===== src/rtl/des_keygen_arbiter_if.sv =====
// Bundle between the two cipher-core requesters, the arbiter and the shared DES
// round-key generator.
//   req/key0/key1          requester side into the arbiter
//   gnt/kn/kn_valid/...    arbiter results back to the requesters
//   kg_start/kg_key        arbiter to keygen
//   kg_kn/kg_out_valid/... keygen back to the arbiter
// The master modport is the arbiter. The slave modport is the environment, which
// is the requesters plus the keygen.
interface des_keygen_arbiter_if;
  logic [1:0]  req;
  logic [63:0] key0;
  logic [63:0] key1;
  logic [1:0]  gnt;
  logic [47:0] kn;
  logic        kn_valid;
  logic [3:0]  kn_round;
  logic [1:0]  done;
  logic        err;
  logic        kg_start;
  logic [63:0] kg_key;
  logic [47:0] kg_kn;
  logic        kg_out_valid;
  logic        kg_done;

  modport master (
    input  req, key0, key1, kg_kn, kg_out_valid, kg_done,
    output gnt, kn, kn_valid, kn_round, done, err, kg_start, kg_key
  );

  modport slave (
    output req, key0, key1, kg_kn, kg_out_valid, kg_done,
    input  gnt, kn, kn_valid, kn_round, done, err, kg_start, kg_key
  );
endinterface


===== src/rtl/des_keygen_arbiter.sv =====
// Shares one DES round-key generator between two requesters.
// The arbiter picks an owner round-robin and latches that owner's key. It then
// pulses kg_start, forwards up to NUM_ROUNDS Kn words with a round index, and
// pulses done[owner] when the keygen reports completion.
// Ports:
//   clk    rising-edge clock
//   rst_n  asynchronous active-low reset
//   bus    des_keygen_arbiter_if.master, carrying the requester and keygen signals
// Optional feature: macro DES_KGARB_WDOG_EN adds a watchdog. If kg_done does not
// arrive within WDOG_CYCLES cycles of kg_start, the job is aborted with an err
// pulse. Without the macro err is tied to 0.
module des_keygen_arbiter #(
  parameter int unsigned NUM_ROUNDS = 16
`ifdef DES_KGARB_WDOG_EN
  , parameter int unsigned WDOG_CYCLES = 40
`endif
) (
  input logic                  clk,
  input logic                  rst_n,
  des_keygen_arbiter_if.master bus
);
  localparam int unsigned CntW = $clog2(NUM_ROUNDS + 1);

  typedef enum logic [2:0] {StIdle, StGrant, StStart, StRun, StFin} state_e;

  state_e          state_q, state_d;
  logic [1:0]      gnt_q, gnt_d;
  logic [1:0]      done_q, done_d;
  logic            kg_start_q, kg_start_d;
  logic [63:0]     kg_key_q, kg_key_d;
  logic [CntW-1:0] cnt_q, cnt_d;
  logic            prio_q, prio_d;  // 1: requester 1 wins a tie
  logic            pick1;
  logic            beat_ok;

`ifdef DES_KGARB_WDOG_EN
  localparam int unsigned WdogW = $clog2(WDOG_CYCLES + 1);
  logic [WdogW-1:0] wdog_q, wdog_d;
  logic             err_q, err_d;
  assign bus.err = err_q;
`else
  assign bus.err = 1'b0;
`endif

  assign pick1   = bus.req[1] && (!bus.req[0] || prio_q);
  assign beat_ok = (state_q == StRun) && bus.kg_out_valid && (cnt_q < CntW'(NUM_ROUNDS));

  assign bus.kn       = bus.kg_kn;
  assign bus.kn_valid = beat_ok;
  assign bus.kn_round = 4'(cnt_q);
  assign bus.gnt      = gnt_q;
  assign bus.done     = done_q;
  assign bus.kg_start = kg_start_q;
  assign bus.kg_key   = kg_key_q;

  always_comb begin
    state_d    = state_q;
    gnt_d      = gnt_q;
    done_d     = 2'b00;
    kg_start_d = 1'b0;
    kg_key_d   = kg_key_q;
    cnt_d      = cnt_q;
    prio_d     = prio_q;
`ifdef DES_KGARB_WDOG_EN
    wdog_d     = wdog_q;
    err_d      = 1'b0;
`endif
    unique case (state_q)
      StIdle: begin
        if (|bus.req) begin
          gnt_d    = pick1 ? 2'b10 : 2'b01;
          kg_key_d = pick1 ? bus.key1 : bus.key0;
          state_d  = StGrant;
        end
      end
      StGrant: begin
        kg_start_d = 1'b1;  // registered, so it is high during StStart
        state_d    = StStart;
      end
      StStart: begin
        cnt_d   = '0;
`ifdef DES_KGARB_WDOG_EN
        wdog_d  = WdogW'(1);  // the kg_start cycle counts as cycle 0
`endif
        state_d = StRun;
      end
      StRun: begin
        if (beat_ok) cnt_d = cnt_q + CntW'(1);
`ifdef DES_KGARB_WDOG_EN
        wdog_d = wdog_q + WdogW'(1);
`endif
        if (bus.kg_done) begin
          done_d  = gnt_q;
          gnt_d   = 2'b00;
          prio_d  = ~gnt_q[1];
          state_d = StFin;
`ifdef DES_KGARB_WDOG_EN
        end else if (wdog_q == WdogW'(WDOG_CYCLES - 1)) begin
          // The abort is a separate outcome: done is not pulsed.
          err_d   = 1'b1;
          gnt_d   = 2'b00;
          prio_d  = ~gnt_q[1];
          state_d = StIdle;
`endif
        end
      end
      StFin: begin
        state_d = StIdle;
      end
      default: begin
        state_d = StIdle;
        gnt_d   = 2'b00;
      end
    endcase
  end

  always_ff @(posedge clk or negedge rst_n) begin
    if (!rst_n) begin
      state_q    <= StIdle;
      gnt_q      <= 2'b00;
      done_q     <= 2'b00;
      kg_start_q <= 1'b0;
      kg_key_q   <= '0;
      cnt_q      <= '0;
      prio_q     <= 1'b0;
`ifdef DES_KGARB_WDOG_EN
      wdog_q     <= '0;
      err_q      <= 1'b0;
`endif
    end else begin
      state_q    <= state_d;
      gnt_q      <= gnt_d;
      done_q     <= done_d;
      kg_start_q <= kg_start_d;
      kg_key_q   <= kg_key_d;
      cnt_q      <= cnt_d;
      prio_q     <= prio_d;
`ifdef DES_KGARB_WDOG_EN
      wdog_q     <= wdog_d;
      err_q      <= err_d;
`endif
    end
  end
endmodule


===== src/flat_wrapper.sv =====
// flat-port wrapper written by rule: the top's interface ports become plain ports
module des_keygen_arbiter_flat 
#(
  parameter int unsigned NUM_ROUNDS = 16

)
  (clk, rst_n, bus_req, bus_key0, bus_key1, bus_kg_kn, bus_kg_out_valid, bus_kg_done, bus_gnt, bus_kn, bus_kn_valid, bus_kn_round, bus_done, bus_err, bus_kg_start, bus_kg_key);
  des_keygen_arbiter_if bus_i ();
  input logic clk;
  input logic rst_n;
  input wire logic [$bits(bus_i.req)-1:0] bus_req;
  input wire logic [$bits(bus_i.key0)-1:0] bus_key0;
  input wire logic [$bits(bus_i.key1)-1:0] bus_key1;
  input wire logic [$bits(bus_i.kg_kn)-1:0] bus_kg_kn;
  input wire logic [$bits(bus_i.kg_out_valid)-1:0] bus_kg_out_valid;
  input wire logic [$bits(bus_i.kg_done)-1:0] bus_kg_done;
  output wire logic [$bits(bus_i.gnt)-1:0] bus_gnt;
  output wire logic [$bits(bus_i.kn)-1:0] bus_kn;
  output wire logic [$bits(bus_i.kn_valid)-1:0] bus_kn_valid;
  output wire logic [$bits(bus_i.kn_round)-1:0] bus_kn_round;
  output wire logic [$bits(bus_i.done)-1:0] bus_done;
  output wire logic [$bits(bus_i.err)-1:0] bus_err;
  output wire logic [$bits(bus_i.kg_start)-1:0] bus_kg_start;
  output wire logic [$bits(bus_i.kg_key)-1:0] bus_kg_key;
  assign bus_i.req = bus_req;
  assign bus_i.key0 = bus_key0;
  assign bus_i.key1 = bus_key1;
  assign bus_i.kg_kn = bus_kg_kn;
  assign bus_i.kg_out_valid = bus_kg_out_valid;
  assign bus_i.kg_done = bus_kg_done;
  assign bus_gnt = bus_i.gnt;
  assign bus_kn = bus_i.kn;
  assign bus_kn_valid = bus_i.kn_valid;
  assign bus_kn_round = bus_i.kn_round;
  assign bus_done = bus_i.done;
  assign bus_err = bus_i.err;
  assign bus_kg_start = bus_i.kg_start;
  assign bus_kg_key = bus_i.kg_key;
  des_keygen_arbiter #(.NUM_ROUNDS(NUM_ROUNDS)) u_core (.clk(clk), .rst_n(rst_n), .bus(bus_i));
endmodule

===== config.mk =====
export PLATFORM = sky130hd
export DESIGN_NAME = des_keygen_arbiter_flat
export DESIGN_NICKNAME = d
export VERILOG_FILES = /design/src/rtl/des_keygen_arbiter_if.sv /design/src/rtl/des_keygen_arbiter.sv /design/src/flat_wrapper.sv
export SDC_FILE = /design/constraint.sdc
export NUM_CORES = 1
export LEC_CHECK = 0
export ABC_AREA = 1
export BUFFER_PORTS_ARGS = -buffer_cell sky130_fd_sc_hd__buf_2
export CELL_PAD_IN_SITES_DETAIL_PLACEMENT = 1
export CELL_PAD_IN_SITES_GLOBAL_PLACEMENT = 2
export CORE_MARGIN = 2
export CORE_UTILIZATION = 19
export DETAILED_ROUTE_END_ITERATION = 10
export PLACE_DENSITY = 0.81
export SETUP_SLACK_MARGIN = 0.5
export SYNTH_ARGS = -nofsm -noshare
export SYNTH_HDL_FRONTEND = slang
export SYNTH_SLANG_ARGS = --single-unit

===== constraint.sdc =====
create_clock -name clk -period 1.2 [get_ports clk]
set_input_delay 0.12 -clock clk [delete_from_list [all_inputs] [get_ports clk]]
set_output_delay 0.12 -clock clk [all_outputs]
set_load 0.05 [all_outputs]

Word-level counts from Yosys, hierarchy flattened
Cells that the tools add are included.
- input bits: 182
- flip-flop bits (word level): 78
- output and inout bits: 123
- logic and storage cells: 45
- equality and inequality tests: 7
- reductions and logical operators: 14
- $add $sub $neg: 1
- $lt $le $gt $ge: 1
- bitwise logic cells: 2
- mux-type cells: 13
- operators by type and width (kind ; number):
    two-way mux 64 bit ; 1
    one-hot mux 3 bit (4 select lines) ; 1
    two-way mux 2 bit ; 5
    one-hot mux 5 bit (2 select lines) ; 1
    AND reduction 2 bit ; 4
    == test 3 x 2 -> 1 bit, second input constant ; 2
    two-way mux 3 bit ; 2
    one-hot mux 2 bit (3 select lines) ; 1
    adder 5 x 1 -> 5 bit, second input constant ; 1
    less-than comparator 5 bit, second input constant ; 1
    two-way mux 5 bit ; 1
    inequality test 2 bit, second input constant ; 2
    == test 3 x 1 -> 1 bit, second input constant ; 1
    == test 3 bit, second input constant ; 1
    logical AND 1 bit ; 3
    zero test 3 bit ; 1
    AND reduction 3 bit ; 1
    OR reduction 3 bit ; 1
    inequality test 2 x 1 -> 1 bit, second input constant ; 1
    NOT 1 bit ; 2
    nonzero test 2 bit ; 1
    OR reduction 2 bit ; 1
    zero test 1 bit ; 1
    logical OR 1 bit ; 1
    two-way mux 1 bit ; 1

Logic depth before layout (Yosys ltp)
Gate-level depths: netlist (run 1).
- depth after elaboration: 6
- mapped depth: 8
- gate-level depth less buffers: 8

Least setup slack after synthesis (run 1)
OpenSTA, ideal clock, no wires.
- path kind: flip-flop to flip-flop
- from: register u_core.state_q[2]
- to: register u_core.kg_key_q[10], in the netlist u_core.bus.kg_key[10]
- period minus slack after synthesis: 1271 ps
- library setup time: 124 ps
- path slack: -71 ps
- cell stages (with the launch flop): 8
- path buffers: 1
- arrival time: 1147 ps
- data required time: 1076 ps
- cell sequence: dfrtp_1 -> nor2_4 -> nand2_2 -> a21oi_4 -> inv_2 -> buf_2 -> nand2_1 -> nand2_1
- word-level cells in the longest chain between the ends: 2
- RTL lines (what ; RTL line ; source):
    start: declaration ; des_keygen_arbiter.sv:26 ; state_e state_q, state_d;
    start signal: assignment ; des_keygen_arbiter.sv:119 ; state_q <= StIdle;
    start signal: assignment ; des_keygen_arbiter.sv:131 ; state_q <= state_d;
    zero test 3 bit ; des_keygen_arbiter.sv:68 ; unique case (state_q)
    AND reduction 2 bit (no source line) ; - ;
    end signal: assignment ; des_keygen_arbiter.sv:135 ; kg_key_q <= kg_key_d;
    end: declaration ; des_keygen_arbiter.sv:30 ; logic [63:0] kg_key_q, kg_key_d;
No other way between the ends.
A chain may end at the register's enable or synchronous reset.

Worst setup path in the final report (run 1)
- from: register u_core.state_q[2]
- to: register u_core.kg_key_q[6], in the netlist u_core.bus.kg_key[6]
Same word-level chain as after synthesis.

==> results.md, run 1 <==
* Syn_nets at 739
* CP Depth at 8
* Post-place setup slack at -0.198 ns
* Layout cells sized above 1 at 54.8%
* Status: finished with violations
* Int Power at 11.7 mW
* CTS H-tree depth at 3
* CP max-delay cell: dfrtp_1
* R2R setup slack at -0.33 ns
* Clk sink count at 78
* Crit Path Category: reg2reg
* Worst VDD drop at 1.28 mV
* Max Cap Violations at 0
* CTS root buf: clkbuf_16
* RSZ-0062 raised after global routing: true
* Crit-path leading delay family: buffers and inverters
* End of the worst register-to-register path: u_core.bus.kg_key[6]
* Min Tclk post-route at 1.53 ns
* Fin nets at 942
* Hold Vio Cnt, Final at 65
* Tot GR Track Use at 12.7%
* Sw Ratio at 46.6%
* Clk slew on worst S/H paths at 0.07 ns
* Setup TNS at -20.66 ns
* Combinational share of power at 63.5%
* Worst r2r src: u_core.state_q[2]
* IO buf count at 207
* PwrDens at 2950 nW/um^2
* Final cell count without fillers at 1083
* Final worst setup slack at -0.327 ns
* CP Buf/Inv Count at 3
* Sw Pwr at 10.2 mW
* Crit Path Max Fanout at 31
* Core Rows at 56
* Worst path cell trace: buf_6, nor2_4, nand2_2, a21oi_4, buf_6, buf_12, o211ai_1, nand2_1
* DP Cell Count at 1034
* Clock buffer depth at 2
* Final setup violation count at 76
* EDFF count, synth at 0
* DR vias at 4335
* Fmax at 655 MHz
* CTS tree: done
* Placement Cell Area at 5850 um^2
* Routed WL at 16100 um
* Wire per inst at 14.9 um
* Worst reg-to-reg path cell count at 8
* Failing checks: negative hold slack, negative setup slack
* Yosys reg bits at 78
* Final Instance Area at 7440 um^2
* Req. time, crit path at 1.47 ns
* Initial Utilization at 19.3%
* Area delta synth->final at 64.8%
* Unique masters post-synth at 22
* Initial DRC count at 121
* CTS Buf Count at 9
* Total grt overflow at 0
* Die area at 25000 um^2
* Crit. Startpoint: u_core.state_q[2]
* Ant diodes at 0
* Crit-path most repeated cell: buf_6
* Detail Route Antenna Nets at 0
* Core ar. at 23400 um^2
* Clock share of power at 12.8%
* Syn. warnings at 0
* Slew Viols, Final at 0
* Worst Setup Start Kind: flop
* Final Skew at 0.00918 ns
* Vias in the first global route at 4616
* Initial antenna violation count at 0
* Register area share after synthesis at 43.2%
* Clk_lat worst skew at 0.34 ns
* Crit path arrival time at 1.80 ns
* Post-synth top flop: dfrtp_1
* Leakage at 3.79 nW
* Top Ports at 305
* Via-to-Cell Ratio at 4.00
* Largest net degree at the start of global routing at 33
* Netlist Area Pre-Place at 4520 um^2
* Post-route DRC at 0
* Cell count after synthesis at 556
* Critical Path End: u_core.bus.kg_key[6]
* First-pass GRT wire length at 24100 um
* Max stage delay on crit path at 0.40 ns
* Gpl congestion at 0.734
* Die W at 158 um
* Worst hold path class: in2async
* Die Y at 158 um
* Crit end category: flop
* Synth Area per Inst at 8.13 um^2
* Total power draw at 22.0 mW
* Drt first pass iters at 4
* DP HPWL at 10800 um
* WHS at -0.333 ns
* Tcrit/Tclk final at 127%
* FFs w/ async S/R, synth at 100%
* Sequential share of power at 23.6%
-- repair_timing --
action                                  4_1_cts  5_1_grt
pin swaps                                     6        8
hold endpoints to repair                     46       18
setup buffers                                23        6
gates resized for setup                     217       64
endpoints found under the setup margin      152      152
gates cloned                                  4        0
-- flip-flops by register name, summed over array words and instances, names as in the netlist --
register,flops
u_core.bus.kg_key,64
u_core.cnt_q,5
u_core.state_q,3
u_core.prio_q,1
u_core.bus.kg_start,1
u_core.bus.done,2
u_core.bus.gnt,2
-- cell usage in the layout (no fill, tap or decap), types with 2 or more instances in the layout --
cell type | netlist | final
nand2_4 | 0 | 3
o211ai_1 | 34 | 34
nor3_2 | 0 | 3
buf_4 | 53 | 34
clkinvlp_4 | 0 | 2
a21oi_4 | 1 | 2
dfrtp_2 | 0 | 71
o211ai_2 | 30 | 30
nor2_1 | 12 | 5
inv_4 | 0 | 2
buf_8 | 3 | 72
nor2_2 | 0 | 2
dfrtp_1 | 78 | 7
buf_6 | 0 | 13
clkinv_2 | 0 | 3
nor2_4 | 1 | 6
buf_12 | 4 | 17
nand2_2 | 1 | 3
nand2_1 | 219 | 213
buf_16 | 0 | 4
clkbuf_16 | 0 | 9
nand3_4 | 0 | 2
inv_2 | 1 | 2
buf_2 | 19 | 132
inv_1 | 78 | 73
nand3_1 | 11 | 8
-- worst register-to-register path, cell delays in order (launching register included) --
cell      delay, ns
dfrtp_1        0.40
buf_6          0.13
nor2_4         0.12
nand2_2        0.09
a21oi_4        0.15
buf_6          0.15
buf_12         0.21
o211ai_1       0.15
nand2_1        0.08
-- stage by stage --
step	hold slack, ns	utilization [%]
finish	-0.333	31.8
global route	-0.322	31.8
CTS	-0.338	30.6
detailed placement	0.0405	25.0
global placement	0.0341	25.0
floorplan	-0.176	-
-- power groups by stage --
stage	combinational, mW	sequential, mW	clock [mW]
final	14.0	5.20	2.82
after global routing	14.9	5.35	3.06
after CTS	13.2	5.07	2.98
after floorplan	3.81	8.65	0
after detailed placement	10.1	4.74	0
after global placement	9.93	4.73	0
-- cell type report --
type	instances	area (um^2)
Clock inverter	6	61.3
Clock buffer	10	239
Timing Repair Buffer	272	2590
Fill cell	2786	16000
Inverter	79	313
Tap cell	319	399
Multi-Input combinational cell	319	1800
Sequential cell	78	2040
-- worst min-delay path by stage --
stage               start               endpoint  slack [ns]
floorplan           rst_n     u_core.bus.done[0]       -0.18
global placement    rst_n  u_core.bus.kg_key[41]        0.03
detailed placement  rst_n  u_core.bus.kg_key[41]        0.04
CTS                 rst_n  u_core.bus.kg_key[43]       -0.34
global route        rst_n  u_core.bus.kg_key[47]       -0.32
finish              rst_n  u_core.bus.kg_key[41]       -0.33
-- cells in the mapped netlist, types with 2 or more instances --
| library cell | instances | share of area (%) |
|---|---|---|
| nor2_1 | 12 | 1.0 |
| nand3_1 | 11 | 1.2 |
| buf_12 | 4 | 1.8 |
| inv_1 | 78 | 6.5 |
| buf_4 | 53 | 8.8 |
| o21ai_0 | 2 | 0.22 |
| o211ai_2 | 30 | 8.3 |
| o211ai_1 | 34 | 5.6 |
| nand2_1 | 219 | 18 |
| nor3_1 | 4 | 0.44 |
| buf_8 | 3 | 1.0 |
| dfrtp_1 | 78 | 43 |
| buf_2 | 19 | 2.1 |
-- cells by family (layout without fill, tap and decap cells) --
logic type               after synthesis  in the layout  share of synthesized area, %
AND/OR/NAND/NOR                      249            249                          21.4
buffers and inverters                159            367                          20.3
flip-flops                            78             78                          43.2
AO/OA/AOI/OAI                         68             68                          14.7
adder cells (fa/ha/maj)                1              1                         0.277
other                                  1              1                        0.0830
-- per-layer routing --
metal | global-route usage, % | share of wire, % | vias up
li1 | - | - | 2084
met1 | 14.3 | 39 | 2088
met2 | 22.9 | 52 | 140
met3 | 3.89 | 6.9 | 23
met4 | 3.86 | 1.7 | 0
met5 | 0 | 0 | -
(Power assumes the default switching activity.)
==> run 2: changes to the inputs <==
Settings changed: ABC_AREA 1 to 0, CORE_UTILIZATION 19 to 20, CTS_CLUSTER_SIZE set to 14, PLACE_DENSITY 0.81 to 0.82, SKIP_LAST_GASP set to 1.
==> run 2 against run 1 <==
The run ends with negative setup slack left. Sequential share of layout area is 1.7 points higher. Largest cell class unchanged. Critical path depth down 2. Flip-flop and latch count did not move. Non-clock buffer count up 17. Synthesized cell count fell by 29%. Critical path type unchanged. Register-to-register slack gained 0.02 ns. Highest routed layer unchanged. Routed wire length fell by 18%. Hold slack better by 0.41 ns. Clock skew fell by 0.0016 ns. Sequential power is 5.8% lower.
==> results.md, run 2 <==
* Fin nets at 802 (-15%)
* Worst hold path class: in2reg
* Hold Vio Cnt, Final at 0 (-100%)
* Area delta synth->final at 62.1%
* DRT met1 WL at 4870 um (-22%)
* Routed WL at 13200 um (-18%)
* Most common cell after layout, fill and taps aside: buf_2
* Placement Cell Area at 5480 um^2 (-6.3%)
* Final worst setup slack at -0.309 ns (+0.0175 ns)
* Commonest cells after routing, fill and taps aside: 132 x buf_2, 79 x buf_6, 71 x nor2_1, 61 x mux2i_1, 58 x buf_4
* WHS Path Cells at 3
* Ant diodes at 0 (unchanged)
* Initial antenna violation count at 0 (unchanged)
* Leakage at 3.24 nW (-14%)
* Clk_lat worst skew at 0.34 ns (about the same)
* Die Y at 150 um (-5.2%)
* CTS root buf: clkbuf_16
* FFs w/ async S/R, synth at 100% (unchanged)
* Syn. warnings at 0 (unchanged)
* Gpl congestion at 0.701 (-4.4%)
* Wire per inst at 14.7 um (-1.4%)
* Initial Utilization at 20.3% (+1.0 points)
* Hold path startpoint: bus_key1[1]
* Worst reg-to-reg path cell count at 6 (-2)
* Post-route DRC at 0 (unchanged)
* Vias in the first global route at 3663 (-21%)
* Synth top area share at 45.8% (+2.6 points)
* Register area share after synthesis at 45.8% (+2.6 points)
* Worst r2r src: u_core.state_q[1]
* EDFF count, synth at 0 (unchanged)
* First-pass GRT wire length at 18600 um (-23%)
* Crit Path Max Fanout at 17 (-45%)
* Final setup violation count at 78 (+2.6%)
* Crit. Startpoint: u_core.state_q[1]
* IO buf count at 207 (unchanged)
* Crit-path leading delay family: simple AND/OR/NAND/NOR gates
* Area of the multi-input gates at 1810 um^2 (+0.70%)
* Initial DRC count at 84 (-31%)
* Detail Route Antenna Nets at 0 (unchanged)
* CTS H-tree depth at 3 (unchanged)
* Top Ports at 305 (unchanged)
* Crit Path Category: reg2reg
* Cell count after synthesis at 395 (-29%)
* Final Instance Area at 6910 um^2 (-7.2%)
* Max Cap Violations at 0 (unchanged)
* Status: finished with violations
* Slew Viols, Final at 0 (unchanged)
* Clk sink count at 78 (unchanged)
* Failing checks: negative setup slack
* Setup TNS at -19.91 ns (+0.750 ns)
* DR vias at 3625 (-16%)
* Yosys reg bits at 78 (unchanged)
* FILL cells at 2390 (-14%)
* Largest family of logic cells by synthesized area: multiplexers
* Crit path arrival time at 1.77 ns (-0.03 ns)
* Compound-Gate Fraction of Synth Area at 14.5% (-0.23 points)
* Fmax at 663 MHz (+1.2%)
* Mux cell area share after synthesis at 15.3% (+15 points)
* Crit-path most repeated cell: buf_12
* Clk slew on worst S/H paths at 0.06 ns (about the same)
* Min Tclk post-route at 1.51 ns (-0.0175 ns)
* Die W at 150 um (-5.2%)
* Xor/xnor cell area share of the yosys netlist at 0% (unchanged)
* Core Rows at 53 (-5.4%)
* Top post-synthesis cells by count: 78 x dfrtp_1, 73 x nor2_1, 64 x mux2i_1, 56 x a21oi_2, 54 x buf_4
* Clock buffer depth at 2 (unchanged)
* Total grt overflow at 0 (unchanged)
* PwrDens at 3010 nW/um^2 (+2.0%)
* DP HPWL at 8810 um (-18%)
* Most common cell in the netlist: dfrtp_1
* Crit end category: flop
* Final Skew at 0.00761 ns (-0.00157 ns)
* R2R setup slack at -0.31 ns (+0.02 ns)
* Final Util at 33.0% (+1.2 points)
* RSZ-0062 raised after global routing: true
* Leading area contributor after synthesis: dfrtp_1
* Core ar. at 21000 um^2 (-10%)
* Tot GR Track Use at 10.7% (-1.9 points)
* Req. time, crit path at 1.46 ns (about the same)
* CP Depth at 6 (-2)
* CP Buf/Inv Count at 2 (-1)
* Syn_nets at 578 (-22%)
* Metal3 WL at 1100 um (-1.5%)
* Worst Setup Start Kind: flop
* Synth Area per Inst at 10.8 um^2 (+33%)
* CTS tree: done
* Unique masters post-synth at 34 (+55%)
* Post-synth top flop: dfrtp_1
* Worst path cell trace: or3_4, nor2_4, buf_12, buf_12, nor2_1, a21oi_2
* Largest net degree at the start of global routing at 35 (+6.1%)
* Netlist Area Pre-Place at 4260 um^2 (-5.7%)
* CP max-delay cell: or3_4
* Worst VDD drop at 0.807 mV (-37%)
* Tcrit/Tclk final at 126% (-1.5 points)
* Max stage delay on crit path at 0.40 ns (about the same)
* Die area at 22500 um^2 (-10%)
* Area contributors post-synth: dfrtp_1 46%, mux2i_1 15%, a21oi_2 12%, buf_4 9.5%, nor2_1 6.4%
* Max Used Layer: met4
* Max reg flops at 64 (unchanged)
* Adder-cell area share of the yosys netlist at 0.294% (+0.017 points)
* Layout cells sized above 1 at 69.1% (+14 points)
* Met2 wire len at 6880 um (-19%)
* Synth Area in Simple Gates at 9.48% (-12 points)
* Drt first pass iters at 4 (unchanged)
* Register area at 2010 um^2 (-1.3%)
* Via-to-Cell Ratio at 4.03 (+0.74%)
* CTS Buf Count at 9 (unchanged)
## run 2: worst paths after layout
path,to
setup / recovery,u_core.bus.kg_key[50]
hold / removal,u_core.bus.kg_key[1]
setup reg to reg,u_core.bus.kg_key[50]
hold reg to reg,u_core.cnt_q[4]
max in group asynchronous,u_core.bus.gnt[1]
min in group asynchronous,u_core.bus.kg_key[39]
## run 2: kinds of logic (layout without fill, tap and decap cells)
family | after synthesis | count (layout)
compound gates | 78 | 78
simple gates | 92 | 92
buf+inv | 80 | 309
flops | 78 | 78
other cells | 1 | 1
mux | 65 | 65
fa+ha+maj | 1 | 1
## run 2: cell type report
class | instances | share of cell area [%]
inverters | 4 | 0.217
repair buffers | 289 | 34.2
clock inverters | 3 | 1.30
well taps | 275 | 4.98
clock buffers | 13 | 3.91
multi-input cells | 237 | 26.2
flip-flops and latches | 78 | 29.2
## run 2: power by group
group          total, mW  switching (mW)  internal (mW)  leakage [nW]
Combinational       12.6            7.32           5.29          2.23
Clock               3.29            1.09           2.20         0.176
Sequential          4.90           0.909           3.99         0.841
Total               20.8            9.32           11.5          3.24
## run 2: layer usage
layer,track usage (%),vias to the layer above
li1,-,1730
met1,11.3,1703
met2,19.1,164
met3,3.29,28
met4,5.61,0
met5,0,-
## run 2: what timing repair did
item                       CTS  global route
pin swaps                   11             7
gates resized for setup    165            27
setup buffers               15            30
hold endpoints to repair    78             0
hold buffers                 1             0
gates cloned                 0             3
setup endpoints to repair  152           216
## run 2: worst register-to-register path: cells and delay by family (launching register included)
family | cells | cell delay (ns)
flops | 1 | 0.38
buf+inv | 2 | 0.33
simple gates | 3 | 0.61
compound gates | 1 | 0.10
## run 2: per-stage QoR
stage	hold WS [ns]	worst slack, ns	power, mW	std cells
after floorplan	-0.176	-0.179	12.4	395
after global placement	0.00848	-0.261	14.2	834
after detailed placement	0.00207	-0.326	14.4	834
after CTS	0.0638	-0.328	19.9	866
after global routing	0.0836	-0.403	21.9	899
final	0.0816	-0.309	20.8	899
